[src/rtl/skid_buffer.sv]
// skid_buffer: 2-entry elastic stage (main + skid register) with all outputs registered.
module skid_buffer #(
  parameter int DW = 8,
  parameter type dw_t = logic [DW-1:0]
) (
  input  logic       clk,
  input  logic       rst,
  input  logic       flush,
  input  logic       in_valid,
  input  dw_t        in_data,
  output logic       in_ready,
  output logic       out_valid,
  output dw_t        out_data,
  input  logic       out_ready,
  output logic [1:0] count
);
  localparam logic [1:0] EMPTY = 2'd0;
  localparam logic [1:0] BUSY  = 2'd1;
  localparam logic [1:0] FULL  = 2'd2;
  logic [1:0] state_q, state_d, count_q, count_d;
  logic       in_ready_q, in_ready_d, out_valid_q, out_valid_d;
  dw_t        main_q, main_d, skid_q, skid_d;
  logic       in_fire, out_fire;
  assign in_ready  = in_ready_q;
  assign out_valid = out_valid_q;
  assign out_data  = main_q;
  assign count     = count_q;
  assign in_fire   = in_valid && in_ready_q;
  assign out_fire  = out_valid_q && out_ready;
  always_comb begin
    state_d = state_q;
    main_d  = main_q;
    skid_d  = skid_q;
    case (state_q)
      EMPTY: begin
        main_d  = in_fire ? in_data : main_q;
        state_d = in_fire ? BUSY : EMPTY;
      end
      BUSY: begin
        main_d  = (in_fire && out_fire) ? in_data : main_q;
        skid_d  = (in_fire && !out_fire) ? in_data : skid_q;
        state_d = (in_fire && !out_fire) ? FULL : (out_fire && !in_fire) ? EMPTY : BUSY;
      end
      FULL: begin
        main_d  = out_fire ? skid_q : main_q;
        state_d = out_fire ? BUSY : FULL;
      end
      default: state_d = EMPTY;
    endcase
    state_d     = flush ? EMPTY : state_d;
    count_d     = state_d;
    out_valid_d = state_d != EMPTY;
    in_ready_d  = state_d != FULL;
  end
  always_ff @(posedge clk) begin
    if (rst) begin
      state_q     <= EMPTY;
      count_q     <= 2'd0;
      out_valid_q <= 1'b0;
      in_ready_q  <= 1'b1;
    end else begin
      state_q     <= state_d;
      count_q     <= count_d;
      out_valid_q <= out_valid_d;
      in_ready_q  <= in_ready_d;
    end
  end
  // payload registers carry no reset; out_data is don't-care while out_valid is low
  always_ff @(posedge clk) begin
    main_q <= main_d;
    skid_q <= skid_d;
  end
endmodule

[config.mk]
export PLATFORM = sky130hd
export DESIGN_NAME = skid_buffer
export DESIGN_NICKNAME = d
export VERILOG_FILES = /design/src/rtl/skid_buffer.sv
export SDC_FILE = /design/constraint.sdc
export NUM_CORES = 1
export LEC_CHECK = 0
export CORE_MARGIN = 8
export CORE_UTILIZATION = 25
export CTS_BUF_LIST = sky130_fd_sc_hd__clkbuf_4 sky130_fd_sc_hd__clkbuf_8
export DETAILED_ROUTE_END_ITERATION = 16
export SLEW_MARGIN = 20
export SYNTH_ARGS = -nofsm -noshare
export SYNTH_HDL_FRONTEND = slang
export SYNTH_SLANG_ARGS = --single-unit
[constraint.sdc]
create_clock -name clk -period 2.15 [get_ports clk]
set_input_delay 0.3225 -clock clk [delete_from_list [all_inputs] [get_ports clk]]
set_output_delay 0.3225 -clock clk [all_outputs]
set_load 0.05 [all_outputs]
-- Yosys cells after proc, flatten, opt, wreduce, memory -nomap -nowiden
Index checks and enable logic that the tools add are counted.
- reduce and logical (&&, ||, !) cells: 12
- eq/ne operators: 6
- muxes and demuxes: 10
- operators by type and width (operator ; count):
    8-bit 2-to-1 mux ; 3
    8-bit case mux with 3 select lines ; 1
    2-bit inequality test, second input constant ; 4
    2-bit 2-to-1 mux ; 3
    2-bit case mux with 3 select lines ; 1
    1-bit logical AND ; 5
    4-bit AND reduction ; 1
    3-bit nonzero test ; 1
    2-bit by 1-bit == test with 1-bit output, second input constant ; 1
    2-bit == test, second input constant ; 1
    1-bit logical NOT ; 2
    2-bit logical NOT ; 1
    1-bit 2-to-1 mux ; 2
    2-bit AND reduction ; 1
    2-bit nonzero test ; 1
- output and inout bits: 12
- register bits: 20
- word-level logic and storage cells: 33
- input bits: 13

-- Depth between registers and ports, before layout
- depth in word-level cells: 8
- mapped depth: 5
- gate-level depth less buffers: 5

-- Worst setup path after synthesis
OpenSTA, ideal clock, no wires.
- path type: flip-flop to flip-flop
- start: register in_ready_q (netlist: in_ready)
- end: register in_ready_q (netlist: in_ready)
- required time: 2.016 ns
- cell stages (with the launch flop): 6
- library setup time: 0.134 ns
- period minus slack after synthesis: 1.970 ns
- slack: 0.180 ns
- arrival: 1.835 ns
- buffers on the path: 0
- cell sequence: dfxtp_1 and2_1 ha_1 and3b_1 a21oi_2 or4b_1
- cells in the longest elaborated chain, start to end: 8
- elaborated cells between the ends (all ways): 10
- those cells by class: 1 x eq/ne; 5 x mux; 4 x reduce/logical
- RTL lines (item ; RTL line ; text):
    start: declaration ; 21 ; logic in_ready_q, in_ready_d, out_valid_q, out_valid_d;
    start signal: assignment ; 65 ; in_ready_q <= in_ready_d;
    1-bit logical AND (*) ; 28 ; assign in_fire = in_valid && in_ready_q;
    1-bit logical NOT ; 42 ; state_d = (in_fire && !out_fire) ? FULL : (out_fire && !in_fire) ? EMPTY : BUSY;
    1-bit logical AND ; 42 ;
    1-bit 2-to-1 mux ; 42 ;
    2-bit 2-to-1 mux ; 42 ;
    2-bit case mux with 3 select lines (*) ; 34 ; case (state_q)
    2-bit 2-to-1 mux (*) ; 50 ; state_d = flush ? EMPTY : state_d;
    2-bit inequality test (*) ; 53 ; in_ready_d = state_d != FULL;
Mark *: on every way between the ends. The rest lies on a longest branch, timed or not.
A chain may end at the register's enable or synchronous reset.

-- Final worst setup path
- start: register count_q[0] (netlist: count[0])
- end: output count[0]
- RTL lines (item ; RTL line ; text):
    start: declaration ; 20 ; logic [1:0] state_q, state_d, count_q, count_d;
    start signal: assignment ; 63 ; count_q <= count_d;
    end: declaration ; 15 ; output logic [1:0] count
No word-level cell between the ends.

==> reports/qor.yml <==
critical_path:
  start_kind: "flip-flop"
  cp.arrival_ns: 1.59
  critPathRequiredTime_ns: 1.83
  rrSetupSlack_ns: 0.58
  critPathMaxStageDelay_ns: 0.84
  r2r_start: "in_ready"
  crit_buf_inv: 1
  r2r_cells: 5
  cp_top_family: "buffers and inverters"
  timing.rr.end: "in_ready"
  cp_slowest_cell: "clkdlybuf4s50_1"
  end_kind: "output port"
  crit_type: "reg2out"
  path_max_fanout: 7
  crit_chain: "clkdlybuf4s50_1"
final_layout:
  synthToLayoutAreaGrowth_pct: 40.92
  finalInstanceArea_sq_um: 1155
  nets: 114
  post-route-util: 0.3752
  fillers: 308
  drive_gt1_frac: 0.09184
  num_antenna_cells: 0
clock_tree:
  cts_tree: "done"
  cts_hold_buf: 0
  cts_root_buf: "clkbuf_4"
  numCtsBuffers: 3
  path_clk_slew_ns: 0.11
  clkLatencyLatePin_ns: 0.29
  cts.repair.resized: 0
  ctsHtreeMaxLevel: 1
  clk_path_buf_depth: 2
  post_cts_buffers: 0
  clkSinkCount: 20
sta:
  slew_viol_final: 0
  maxSlewHeadroom: 0.6617
  finalSetupTns_ns: 0
  timing.final.crit_period_ns: 1.910
  finalCritPeriodShare: 0.8883
  rsz0062_at_grt: "no"
  setup_viol: 0
  setup_slack_ns: 0.2402
  fin_skew_ns: 0.001011
  final_hold_viol_count: 0
  max_freq_mhz: 523.6
  worst-slew-pin-transition_ns: 0.5059
pwr:
  max-vdd-ir-drop_uv: 171.9
  leakage_uw: 0.0004435
  powerDensity_nw_per_um2: 648.9
outcome:
  outcome: "finished clean"
logic_synthesis:
  synth_cell_types: 21
  avgSynthCellArea_sq_um: 12.05
  yosys_warnings: 0
  ys_async_sr_fraction: 0
  ys_top_cells_by_area: "edfxtp_1, nand2_1, dfxtp_1"
  synth_ff_type: "edfxtp_1"
  synth_edf_count: 16
  syn_area_sq_um: 819.5
  seq_area_frac_synth: 0.6840
  yosysTopAreaCell: "edfxtp_1"
  netlist_instances: 68
  yosysMostFrequentCell: "nand2_1"
  yosys_register_bits: 20
  synthTopCellsByCount: "nand2_1, edfxtp_1, dfxtp_1"
  syn_nets: 83
  synth_top_area_share: 0.5863
routing:
  routedWlPerCell_um: 11.80
  ant_nets: 0
  routed_via_density: 4.077
  vias: 579
  wirelength_um: 1676
  post-route-drc-count: 0
  drtPass1Iterations: 3
  drtIter0Drc: 16
die:
  initial_utilization: 0.2663
  fp.dieH_um: 73.26
  core-area_sq_um: 3078
  pin_count: 25
  die_area_sq_um: 5366
  row_count: 20
  fp.dieW_um: 73.26
grt:
  use_met3: 0.02313
  grt_pass1_vias: 591
  antenna_found_initial: 0
  grt_max_degree: 12
  grt_use_met1: 0.07034
  grt_pass1_wl_um: 2697
  busiest_layer: "met2"
  use_met2: 0.1072
  grt.total_usage: 0.06537
  overflow: 0
min_path:
  min_from: "skid_q[4]"
  hold_path_class: "reg2reg"
  min_to: "out_data[4]"
  hold_depth: 2
run:
  maxCapViolCount: 0
placed_design:
  place.port_buffers: 24
  gp_congestion: 0.7588
  dp_hpwl_um: 1302
  place_area_sq_um: 1129
  dp_worst_setup_slack_ns: 0.1299
==> layout by cell type (no fill, tap or decap) <==
master	n
a21oi_1	1
a21oi_2	1
and2_1	2
and3b_1	2
buf_4	4
clkbuf_4	3
clkdlybuf4s50_1	24
clkinv_1	1
dfxtp_1	4
edfxtp_1	16
ha_1	2
inv_1	1
nand2_1	25
nor2_1	2
nor2b_2	1
nor3_1	2
o21ai_0	1
o21ai_1	1
o22ai_1	1
o31ai_1	1
o41ai_1	1
or2b_1	1
or4b_1	1
==> flip-flops by register name (all words and copies together), names as in the netlist <==
name,cells
count,2
skid_q,8
out_data,8
in_ready,1
out_valid,1
==> worst max path at each step <==
stage	start	to	slack, ns	cells past startpoint
4_1_cts	count[0]	count[0]	0.20	1
3_5_place_dp	in_valid	in_ready	0.13	6
3_3_place_gp	in_valid	in_ready	0.16	6
2_1_floorplan	in_ready	in_ready	0.18	5
6_report	count[0]	count[0]	0.24	1
5_1_grt	count[0]	count[0]	0.16	1
==> area by class of cell <==
type | instances | area, sq um | share of cell area
multi-input cells | 45 | 239.0 | 0.2069
inverters | 1 | 3.754 | 0.003250
clock inverters | 1 | 3.754 | 0.003250
clock buffers | 3 | 22.52 | 0.01950
repair buffers | 28 | 270.3 | 0.2340
flip-flops and latches | 20 | 560.5 | 0.4854
well taps | 44 | 55.05 | 0.04767
==> report_power, final <==
part           internal, uW  total [uW]  switching, uW  leakage (uW)
Clock                  67.5         177            110     0.0000154
Combinational          53.4         130           76.5      0.000245
Sequential              436         442           5.66      0.000183
Total                   557         749            192      0.000443
==> metrics by stage <==
step                      hold WS, ns  power, uW  cells
final                          0.5201      749.4    142
after global routing           0.5439      784.9    142
after CTS                      0.5226      762.6    142
after detailed placement       0.4951      582.6    138
after global placement         0.4896      581.2    138
after floorplan                0.3993      521.7     68
==> routing by layer <==
layer	up-vias	wire (um)
met4	0	12
met5	-	0
met1	268	735
met3	2	109
met2	14	819
li1	295	-
==> logic make-up after synthesis <==
group | count (synthesis) | share of synthesized area
buffers and inverters | 3 | 0.02442
AND/OR/NAND/NOR | 36 | 0.2046
flip-flops | 20 | 0.6840
adder cells (fa/ha/maj) | 2 | 0.03053
AO/OA/AOI/OAI | 7 | 0.05648
Note: power is estimated with default switching activity, not from simulation.
